File: config.mk
export PLATFORM = sky130hd
export DESIGN_NAME = ex_cpuid_sched
export DESIGN_NICKNAME = d
export VERILOG_FILES = /design/src/rtl/ex_cpuid_pkg.sv /design/src/rtl/ex_rr_arb.sv /design/src/rtl/ex_cpuid_sched.sv
export SDC_FILE = /design/constraint.sdc
export NUM_CORES = 1
export LEC_CHECK = 0
export ABC_AREA = 1
export CORE_MARGIN = 5
export CORE_UTILIZATION = 44
export CTS_CLUSTER_DIAMETER = 60
export DETAILED_ROUTE_END_ITERATION = 12
export GPL_TIMING_DRIVEN = 0
export PLACE_DENSITY = 0.85
export REMOVE_ABC_BUFFERS = 1
export SYNTH_ARGS = -nofsm -noshare
export SYNTH_HDL_FRONTEND = slang
export SYNTH_SLANG_ARGS = --single-unit
File: constraint.sdc
create_clock -name clock -period 11.5 [get_ports clock]
set_input_delay 1.15 -clock clock [delete_from_list [all_inputs] [get_ports clock]]
set_output_delay 1.15 -clock clock [all_outputs]
set_load 0.1 [all_outputs]
File: src/rtl/ex_cpuid_pkg.sv
// ---------------------------------------------------------------------------
// ex_cpuid_pkg
// Shared definitions for the CPUID/RNG query sequencer: the sequencer state
// encoding and the CPUID index constants (index width, RNG leaf number).
// ---------------------------------------------------------------------------
package ex_cpuid_pkg;

    localparam int CPUID_IDX_W = 5;

    // Leaf 31 reads the RNG shift register; it needs refresh spacing.
    localparam logic [CPUID_IDX_W-1:0] CPUID_IDX_RNG = 5'h1F;

    typedef enum logic [1:0] {
        IDLE  = 2'd0,
        ISSUE = 2'd1,
        RESP  = 2'd2
    } schedState_t;

endpackage

File: src/rtl/ex_rr_arb.sv
// ---------------------------------------------------------------------------
// ex_rr_arb
// Purely combinational round-robin picker. Grants the first set bit of
// reqMask found when scanning upward from rrPtr, wrapping past NREQ-1.
//
// Ports:
//   reqMask  in   NREQ    candidate requesters
//   rrPtr    in   PTR_W   highest-priority position for this pick
//   grant    out  NREQ    one-hot grant, zero when reqMask is empty
// ---------------------------------------------------------------------------
module ex_rr_arb #(
    parameter  int NREQ  = 2,
    localparam int PTR_W = (NREQ > 1) ? $clog2(NREQ) : 1
) (
    input  logic [NREQ-1:0]  reqMask,
    input  logic [PTR_W-1:0] rrPtr,
    output logic [NREQ-1:0]  grant
);

    always_comb begin
        logic             found;
        int               pos;
        logic [PTR_W-1:0] sel;
        grant = '0;
        found = 1'b0;
        pos   = 0;
        sel   = '0;
        for (int k = 0; k < NREQ; k++) begin
            // Position k steps after the pointer, modulo NREQ (NREQ need
            // not be a power of two, so no free wrap from the bit width).
            pos = int'(rrPtr) + k;
            if (pos >= NREQ) begin
                pos = pos - NREQ;
            end
            sel = PTR_W'(pos);
            if (!found && reqMask[sel]) begin
                grant[sel] = 1'b1;
                found      = 1'b1;
            end
        end
    end

endmodule

File: src/rtl/ex_cpuid_sched.sv
// ---------------------------------------------------------------------------
// ex_cpuid_sched
// Shares the single CPUID/RNG query unit among NREQ requesters. Requests are
// arbitrated round-robin, the winner's index is registered onto cpuIndex,
// the unit's 128-bit result is captured one clock later and handed back with
// a valid/ready handshake. Reads of the RNG leaf (index 31) are held off
// until RNG_GAP clocks have passed since the previous RNG capture, so each
// result is built from fully refreshed shift-register bits.
//
// Ports:
//   clock     in   1        system clock
//   reset     in   1        asynchronous, active-high reset
//   reqValid  in   NREQ     per-requester query request
//   reqIndex  in   5*NREQ   per-requester CPUID index, slice i = [5i+4:5i]
//   reqReady  out  NREQ     one-hot grant (accept = reqValid & reqReady)
//   rspValid  out  NREQ     one-hot response valid for the query owner
//   rspReady  in   NREQ     per-requester response acceptance
//   rspLo     out  64       captured result, low half
//   rspHi     out  64       captured result, high half
//   cpuIndex  out  5        registered index to the CPUID unit
//   cpuResLo  in   64       CPUID unit result, low (combinational on cpuIndex)
//   cpuResHi  in   64       CPUID unit result, high
//   busy      out  1        a query is in flight (not IDLE)
// ---------------------------------------------------------------------------
module ex_cpuid_sched
    import ex_cpuid_pkg::*;
#(
    parameter int NREQ    = 2,
    parameter int RNG_GAP = 32
) (
    input  logic                        clock,
    input  logic                        reset,
    input  logic [NREQ-1:0]             reqValid,
    input  logic [CPUID_IDX_W*NREQ-1:0] reqIndex,
    output logic [NREQ-1:0]             reqReady,
    output logic [NREQ-1:0]             rspValid,
    input  logic [NREQ-1:0]             rspReady,
    output logic [63:0]                 rspLo,
    output logic [63:0]                 rspHi,
    output logic [CPUID_IDX_W-1:0]      cpuIndex,
    input  logic [63:0]                 cpuResLo,
    input  logic [63:0]                 cpuResHi,
    output logic                        busy
);

    localparam int PTR_W = (NREQ > 1) ? $clog2(NREQ) : 1;
    localparam int CNT_W = $clog2(RNG_GAP + 1);

    schedState_t            state;
    logic [PTR_W-1:0]       rrPtr;
    logic [PTR_W-1:0]       owner;
    logic [CNT_W-1:0]       rngCnt;
    logic                   rngReady;
    logic [NREQ-1:0]        eligible;
    logic [NREQ-1:0]        grant;
    logic [PTR_W-1:0]       grantIdx;
    logic [CPUID_IDX_W-1:0] selIndex;
    logic [PTR_W-1:0]       nextPtr;

    assign rngReady = (rngCnt == CNT_W'(RNG_GAP));

    // A pending RNG read that is still inside its refresh gap is simply
    // masked out, so it never blocks the other requesters.
    always_comb begin
        eligible = '0;
        for (int i = 0; i < NREQ; i++) begin
            eligible[i] = reqValid[i] &&
                          ((reqIndex[CPUID_IDX_W*i +: CPUID_IDX_W] != CPUID_IDX_RNG) || rngReady);
        end
    end

    ex_rr_arb #(
        .NREQ (NREQ)
    ) uArb (
        .reqMask (eligible),
        .rrPtr   (rrPtr),
        .grant   (grant)
    );

    always_comb begin
        selIndex = '0;
        grantIdx = '0;
        for (int i = 0; i < NREQ; i++) begin
            if (grant[i]) begin
                selIndex = reqIndex[CPUID_IDX_W*i +: CPUID_IDX_W];
                grantIdx = PTR_W'(i);
            end
        end
    end

    // The grant is only offered while idle; gating with reset keeps it low
    // during reset even though the arbiter itself is combinational.
    assign reqReady = (state == IDLE && !reset) ? grant : '0;

    assign nextPtr = (owner == PTR_W'(NREQ - 1)) ? '0 : owner + 1'b1;

    always_ff @(posedge clock or posedge reset) begin
        if (reset) begin
            state    <= IDLE;
            rrPtr    <= '0;
            owner    <= '0;
            cpuIndex <= '0;
            rspLo    <= '0;
            rspHi    <= '0;
            rspValid <= '0;
            busy     <= 1'b0;
        end else begin
            case (state)
                // IDLE -> ISSUE: latch the winner and its index
                IDLE: begin
                    if (|grant) begin
                        owner    <= grantIdx;
                        cpuIndex <= selIndex;
                        busy     <= 1'b1;
                        state    <= ISSUE;
                    end
                end
                // ISSUE -> RESP: cpuIndex has been stable a full clock
                ISSUE: begin
                    rspLo    <= cpuResLo;
                    rspHi    <= cpuResHi;
                    rspValid <= NREQ'(1) << owner;
                    state    <= RESP;
                end
                // RESP -> IDLE: only the owner's rspReady counts
                RESP: begin
                    if (rspReady[owner]) begin
                        rspValid <= '0;
                        busy     <= 1'b0;
                        rrPtr    <= nextPtr;
                        state    <= IDLE;
                    end
                end
                default: begin
                    rspValid <= '0;
                    busy     <= 1'b0;
                    state    <= IDLE;
                end
            endcase
        end
    end

    // Clocks since the last RNG capture, saturating at RNG_GAP. The clear
    // lands on the capture edge itself and wins over the increment.
    always_ff @(posedge clock or posedge reset) begin
        if (reset) begin
            rngCnt <= '0;
        end else if (state == ISSUE && cpuIndex == CPUID_IDX_RNG) begin
            rngCnt <= '0;
        end else if (!rngReady) begin
            rngCnt <= rngCnt + 1'b1;
        end
    end

endmodule

# Word level (Yosys, flattened, before mapping)
# Cells that the tools add are included.
# word_totals
regBits,146
wordCells,81
# classes
addsub,5
magnitude_cmp,7
n_eq_ne,9
n_shift,1
mux,29
bitwise_logic,3
n_reduce_logical,18
# ops
op,count
1-bit 2-to-1 mux,15
6-bit 2-to-1 mux,2
2-bit one-hot mux with 3 select lines,2
2-bit 2-to-1 mux,5
5-bit 2-to-1 mux,2
5-bit != test (second input constant),2
2-bit AND reduction,4
1-bit logical AND,7
6-bit by 1-bit adder with 6-bit output (second input constant),1
6-bit equality test (second input constant),1
1-bit by 2-bit less-than comparator with 1-bit output (second input constant),3
5-bit equality test (second input constant),1
2-bit by 1-bit != test with 1-bit output (second input constant),2
1-bit one-hot mux with 3 select lines,1
3-bit AND reduction,1
1-bit by 1-bit adder with 2-bit output (second input constant),1
1-bit demux with 1-bit select,2
2-bit by 1-bit equality test with 1-bit output (second input constant),1
2-bit equality test (second input constant),1
1-bit >= comparator (second input constant),2
1-bit by 2-bit >= comparator with 1-bit output (second input constant),1
2-bit >= comparator (second input constant),1
1-bit zero test,2
2-bit zero test,1
8 further kinds,11

# Longest topological paths before layout
# Gate-level depths: netlist of the first run.
# depth
word_depth,12
mapped_depth,13

# By module
# A second synthesis of the first run with hierarchy kept.
# hier_totals
cells_unflattened,678
hier_area_um2,5753.0
# by_module_without_submodules
module,n_inst,cells_per_inst,area_each_um2,seq_area_each_um2
ex_cpuid_sched,1,673,5733.0,3653.5
ex_rr_arb,1,5,20.0,0.0

# Least setup slack after synthesis of the first run
# OpenSTA, ideal clock, no wires.
# synth_timing
path_type,in2out
start,input reqIndex[4]
end,output reqReady[1]
t_arrival_ps,3708
slack_ps,6642
path_stages,6
n_path_buf,0
path_cell_list,nand3_1 -> nor2_1 -> nand2_2 -> nand3_1 -> nand2_1 -> nor3_1
# synth_between
elab_chain_cells,10
# synth_rtl
element,line_no,source
"start, declared",ex_cpuid_sched.sv:34,"input logic [CPUID_IDX_W*NREQ-1:0] reqIndex,"
5-bit != test (*),ex_cpuid_sched.sv:68,((reqIndex[CPUID_IDX_W*i +: CPUID_IDX_W] != CPUID_IDX_RNG) || rngReady);
1-bit logical OR (*),ex_cpuid_sched.sv:68,
1-bit logical AND (*),ex_cpuid_sched.sv:67,eligible[i] = reqValid[i] &&
1-bit 2-to-1 mux (not written as such) (2 in a row),ex_rr_arb.sv:36,if (!found && reqMask[sel]) begin
1-bit 2-to-1 mux,ex_rr_arb.sv:36,
1-bit zero test,ex_rr_arb.sv:36,
1-bit logical AND,ex_rr_arb.sv:36,
2-bit 2-to-1 mux (*),ex_rr_arb.sv:36,
2-bit 2-to-1 mux (*),ex_cpuid_sched.sv:93,assign reqReady = (state == IDLE && !reset) ? grant : '0;
"end, declared",ex_cpuid_sched.sv:35,"output logic [NREQ-1:0] reqReady,"
# Mark *: on every way between the ends. The rest lies on a longest branch, timed or not. The select of a mux whose other input is x is not followed.

# Worst setup path in the final report of the first run
# layout_timing
start,input reqIndex[3]
end,output reqReady[1]
# The elaborated chain is that of the path after synthesis.

==> summary.txt, run 1 <==
share of the synthesized area in the top cell type: 63.1%
CTS max path bufs: 2
number of vias per cell after detailed routing: 4.61
Post-synth ARST share: 100%
TritonCTS buffer count: 17
worst max-slew margin expressed relative to the limit: 31.5%
Slowest Stage Delay on Critical Path: 1.16 ns
last weighted congestion value of the routability-driven placer: 0.825
Total GRT Usage: 21.6%
die height: 125 um
area overhead of the layout relative to synthesis: 62.8%
CTS H-tree depth: 4
standard cell with the maximum stage delay on the critical path: sky130_fd_sc_hd__clkdlybuf4s50_1
dominant synthesized flop cell: sky130_fd_sc_hd__dfrtp_1
CTS tree: built
unrepaired setup endpoints after global routing: no
count of unresolved DRC violations after routing: 0
clock-pin transition on the worst setup and hold timing paths: 0.06 ns
Clk Tree Root Cell: sky130_fd_sc_hd__clkbuf_16
vias in the first global route: 5347
layout cells sized above 1: 5.25%
number of flops mapped to enable cells by yosys: 0
class of the tightest hold or removal check: reg2reg
Initial Utilization: 44.3%
total instance count after detailed placement: 1098
average detailed-routed wire length per instance: 14.8 um
yosys warns: 0
register area share after synthesis: 63.1%
min setup slack post-route: 6.73 ns
Final Hold Viols: 0
CP max FO: 7
Post-Route WL: 16700 um
actual transition at the worst max-transition pin: 1.02 ns
outcome: finished clean
violation count after the first detailed-routing iteration: 265
Worst Skew: 0.00832 ns
crit path launch type: primary input
Max Cap Viol: 0
accumulated negative setup slack: 0 ns
Synth area leaders: sky130_fd_sc_hd__dfrtp_1 (63%), sky130_fd_sc_hd__nand2_1 (27%), sky130_fd_sc_hd__buf_2 (1.6%)
wire length of the first global-routing pass: 27000 um
endpoint class of the critical path: output pin
Placeable Area: 13100 um2
I/O pin total: 282
post-synthesis register bit count: 146
classification of the worst setup path: in2out
Final Cycle Share: 41.5%
largest net degree at the start of global routing: 75
number of standard cells in the layout, taps in and fillers out: 1129
initial antenna violation count: 0
clock net sink count: 146
overall via count from detail_route: 5204
CP Data Required Time: 10.35 ns
pre-CTS WS: 6.75 ns
clock period minus worst slack: 4.77 ns
endpoints failing setup: 0
Total Die Area: 15600 um2
Hold Buf Count CTS: 0
core utilization of the finished layout: 72.1%
remaining global-route overflow: 0
buffer count from post-CTS setup fixing: 0
count of mapped cells out of synthesis: 666
number of cell rows: 42
top cells by instance count after synthesis: sky130_fd_sc_hd__nand2_1 (413), sky130_fd_sc_hd__dfrtp_1 (146), sky130_fd_sc_hd__buf_2 (18), sky130_fd_sc_hd__inv_1 (18)
count of input and output buffers: 281
Clk Latency, worst-skew pair: 0.41 ns
arrival time of the worst setup path: 3.62 ns
DRT Pass-1 Iters: 4
number of nets in the layout: 1087
most repeated cell in the gate-level netlist after synthesis: sky130_fd_sc_hd__nand2_1
average footprint of a synthesized cell: 8.70 um2
crit path cell chain: clkdlybuf4s50_1 -> nand3_1 -> nor2_1 -> nand2_2 -> nand3_1 -> nand2_1 -> nor3_1 -> clkdlybuf4s50_1
Ant. Diodes: 0
number of gates given a new drive strength after cts: 0
antenna violation net count after detailed routing: 0
HPWL after DPL: 11900 um
number of distinct standard cells referenced by the synthesized netlist: 24
x dimension of the die: 125 um
summed instance area of the synthesized netlist: 5790 um2
count of final max-slew check failures: 0
fmax: 210 MHz
largest area contributor in the netlist: sky130_fd_sc_hd__dfrtp_1
-- per-layer routing --
layer	share of wire [%]	wire length [um]	vias up	global-route usage [%]
met4	2.9	483	0	8.70
met5	0	0	-	0
li1	-	-	2580	-
met1	38	6420	2399	24.8
met3	8.6	1440	35	8.36
met2	50	8380	190	36.4
-- path summary, 6_finish.rpt --
kind | start | to | slack [ns] | cells past startpoint
hold / removal | rspLo[58] | rspLo[58] | 0.47 | 2
setup / recovery | reqIndex[3] | reqReady[1] | 6.73 | 8
max in group asynchronous | reset | rngCnt[1] | 9.44 | 3
min in group asynchronous | reset | cpuIndex[3] | 1.28 | 2
hold reg to reg | rspLo[58] | rspLo[58] | 0.47 | 2
setup reg to reg | state[1] | rngCnt[3] | 9.11 | 8
-- cells by family after synthesis --
family,share of synthesized area [%]
simple gates,31.4
flops,63.1
buf+inv,3.50
compound gates,1.32
xor+xnor,0.302
fa+ha+maj,0.432
-- critical path: cells and delay by family --
kind,cells,cell delay (ns)
buffers and inverters,2,1.65
AND/OR/NAND/NOR,6,0.81
-- placed cells by master, fill, tap and decap left out --
cell type,synthesis,routed
sky130_fd_sc_hd__o21ai_2,1,1
sky130_fd_sc_hd__bufinv_16,0,4
sky130_fd_sc_hd__nand2_1,413,412
sky130_fd_sc_hd__clkbuf_8,0,4
sky130_fd_sc_hd__inv_4,0,1
sky130_fd_sc_hd__nand3_1,10,10
sky130_fd_sc_hd__clkbuf_16,0,17
sky130_fd_sc_hd__clkinv_4,0,2
sky130_fd_sc_hd__nand3_4,1,1
sky130_fd_sc_hd__clkdlybuf4s50_1,0,281
sky130_fd_sc_hd__nand3_2,4,4
sky130_fd_sc_hd__nor3_1,3,3
sky130_fd_sc_hd__nand2_4,3,4
sky130_fd_sc_hd__ha_1,2,2
sky130_fd_sc_hd__nor2_4,1,1
sky130_fd_sc_hd__a31oi_1,2,2
sky130_fd_sc_hd__clkinv_2,0,1
sky130_fd_sc_hd__clkinvlp_4,0,1
sky130_fd_sc_hd__o21ai_1,3,3
sky130_fd_sc_hd__dfrtp_1,146,146
sky130_fd_sc_hd__nor2_1,10,10
sky130_fd_sc_hd__xor2_1,2,2
sky130_fd_sc_hd__inv_6,0,1
sky130_fd_sc_hd__buf_16,0,3
sky130_fd_sc_hd__clkbuf_1,9,2
sky130_fd_sc_hd__nor2_2,2,2
sky130_fd_sc_hd__nand2_2,3,3
sky130_fd_sc_hd__clkinv_1,1,1
sky130_fd_sc_hd__nand4_1,5,5
sky130_fd_sc_hd__a21oi_1,3,3
sky130_fd_sc_hd__inv_1,18,16
sky130_fd_sc_hd__o21ai_0,5,5
-- per-stage QoR --
| stage | cell area (um2) | hold WS [ns] |
|---|---|---|
| final | 9430 | 0.475 |
| after global routing | 9430 | 0.493 |
| after CTS | 9430 | 0.479 |
| after detailed placement | 8790 | 0.464 |
| after global placement | 8690 | 0.460 |
| after floorplan | 5660 | 0.487 |
-- registers in the layout (all words and copies together) (netlist names) --
name / cells
rspValid: 2
busy: 1
cpuIndex: 5
rspHi: 64
state: 2
rngCnt: 6
rspLo: 64
owner: 1
rrPtr: 1
-- area by class of cell --
type / instances / area (um2)
well taps: 176 / 220
clock inverters: 8 / 150
fillers: 914 / 3650
multi-input cells: 473 / 1940
inverters: 19 / 78.8
flip-flops and latches: 146 / 3650
clock buffers: 23 / 488
repair buffers: 284 / 2900
Power of run 1 is left out: the tool's default activity adds up to more than one toggle a clock period on the data nets, which glitch-free logic cannot reach.
==> inputs of run 2 (changes only) <==
Settings changed: CORE_UTILIZATION 44 to 37, PLACE_DENSITY 0.85 to 0.76.
Clock period 11.5 ns to 4.25 ns, I/O delays scaled along.
==> run 2 against run 1 <==
  * Core utilization down 10 points
  * Setup slack worse by 5.9 ns
  * Critical path type is now reg2out
  * Global-route usage decreased by 2.9 points
==> summary.txt, run 2 (synthesis gave the netlist of run 1 again) <==
worst max-slew margin expressed relative to the limit: 31.0%
Post-Route WL: 17000 um
CTS tree: built
Hold Buf Count CTS: 0
number of gates given a new drive strength after cts: 0
HPWL after DPL: 12000 um
most common library cell in the layout ignoring fill and taps: sky130_fd_sc_hd__nand2_1
vias in the first global route: 5231
layout cells sized above 1: 5.35%
CTS H-tree depth: 4
Max Cap Viol: 0
number of vias per cell after detailed routing: 4.44
crit path launch type: flop
largest registers in the final layout: rspHi x64, rspLo x64, rngCnt x6
largest net degree at the start of global routing: 86
die height: 135 um
Placeable Area: 15300 um2
fmax: 290 MHz
number of cell rows: 45
buffer count from post-CTS setup fixing: 0
number of standard cells in the layout, taps in and fillers out: 1165
CTS max path bufs: 2
CP max FO: 6
clock net sink count: 146
violation count after the first detailed-routing iteration: 279
unrepaired setup endpoints after global routing: no
Final Cell Area: 9470 um2
DP Area: 8830 um2
wire length of the first global-routing pass: 26800 um
clock period minus worst slack: 3.45 ns
TritonCTS buffer count: 17
endpoints failing setup: 0
commonest non-fill, non-tap cells in the layout: sky130_fd_sc_hd__nand2_1 (412), sky130_fd_sc_hd__clkdlybuf4s50_1 (281), sky130_fd_sc_hd__dfrtp_1 (146)
Final Hold Viols: 0
count of final max-slew check failures: 0
Worst Skew: 0.00674 ns
count of input and output buffers: 281
actual transition at the worst max-transition pin: 1.03 ns
count of unresolved DRC violations after routing: 0
initial antenna violation count: 0
worst hold margin: 0.475 ns
number of nets in the layout: 1087
DRT Pass-1 Iters: 4
outcome: finished clean
endpoint class of the critical path: output pin
Clk Latency, worst-skew pair: 0.41 ns
I/O pin total: 282
total instance count after detailed placement: 1133
classification of the worst setup path: reg2out
Initial Utilization: 38.0%
x dimension of the die: 135 um
remaining global-route overflow: 0
clock-pin transition on the worst setup and hold timing paths: 0.06 ns
CP Data Required Time: 3.83 ns
Ant. Diodes: 0
overall via count from detail_route: 5174
Final Cycle Share: 81.1%
arrival time of the worst setup path: 3.02 ns
Total GRT Usage: 18.7%
Total Die Area: 18300 um2
area overhead of the layout relative to synthesis: 63.5%
average detailed-routed wire length per instance: 14.6 um
Clk Tree Root Cell: sky130_fd_sc_hd__clkbuf_16
antenna violation net count after detailed routing: 0
class of the tightest hold or removal check: reg2reg
last weighted congestion value of the routability-driven placer: 0.902
## run 2: changes by cell type in the layout (fill, tap and decap cells not counted)
| cell | change |
|---|---|
| sky130_fd_sc_hd__buf_16 | -1 |
| sky130_fd_sc_hd__bufinv_16 | +1 |
| sky130_fd_sc_hd__clkinvlp_4 | +4 |
| sky130_fd_sc_hd__clkbuf_8 | -4 |
| sky130_fd_sc_hd__buf_12 | +1 |
## run 2: critical path, stage by stage, from the launching register on
cell	delay [ns]
sky130_fd_sc_hd__dfrtp_1	0.41
sky130_fd_sc_hd__inv_1	0.11
sky130_fd_sc_hd__ha_1	0.15
sky130_fd_sc_hd__nand2_1	0.04
sky130_fd_sc_hd__inv_1	0.10
sky130_fd_sc_hd__nand3_4	0.12
sky130_fd_sc_hd__nand2_2	0.10
sky130_fd_sc_hd__nand2_4	0.07
sky130_fd_sc_hd__clkinv_1	0.11
sky130_fd_sc_hd__nand2_1	0.11
sky130_fd_sc_hd__nor3_1	0.14
sky130_fd_sc_hd__clkdlybuf4s50_1	1.16
## run 2: through the flow
| stage | setup WS (ns) | util (%) | setup TNS [ns] |
|---|---|---|---|
| detailed placement | 0.976 | 57.9 | 0 |
| finish | 0.802 | 62.1 | 0 |
| global placement | -5.62 | 57.3 | -1012.83 |
| global route | 0.546 | 62.1 | 0 |
| floorplan | -1.43 | - | -142.85 |
| CTS | 0.767 | 62.1 | 0 |
## run 2: path summary, 6_finish.rpt
path / from / endpoint / slack (ns) / cells after the start
setup reg to reg: state[1] / rngCnt[3] / 1.59 / 9
hold / removal: rspHi[50] / rspHi[50] / 0.48 / 2
setup / recovery: rngCnt[0] / reqReady[1] / 0.80 / 11
max in group asynchronous: reset / rspLo[36] / 2.92 / 3
min in group asynchronous: reset / cpuIndex[3] / 0.55 / 2
hold reg to reg: rspHi[50] / rspHi[50] / 0.48 / 2
## run 2: layer usage
layer,vias up,part of all wire (%),global-route usage [%]
li1,2580,-,-
met5,-,0,0
met3,31,9.5,7.97
met2,188,47,29.2
met4,0,2.6,7.56
met1,2375,40,22.9
## run 2: final cells by class
class                           count  area (um2)
Clock buffer                       19         433
Clock inverter                     13         210
Fill cell                        1283        5790
Inverter                           19        78.8
Multi-Input combinational cell    473        1940
Sequential cell                   146        3650
Tap cell                          211         264
Timing Repair Buffer              284        2890
Power of run 2 is left out for the same reason.
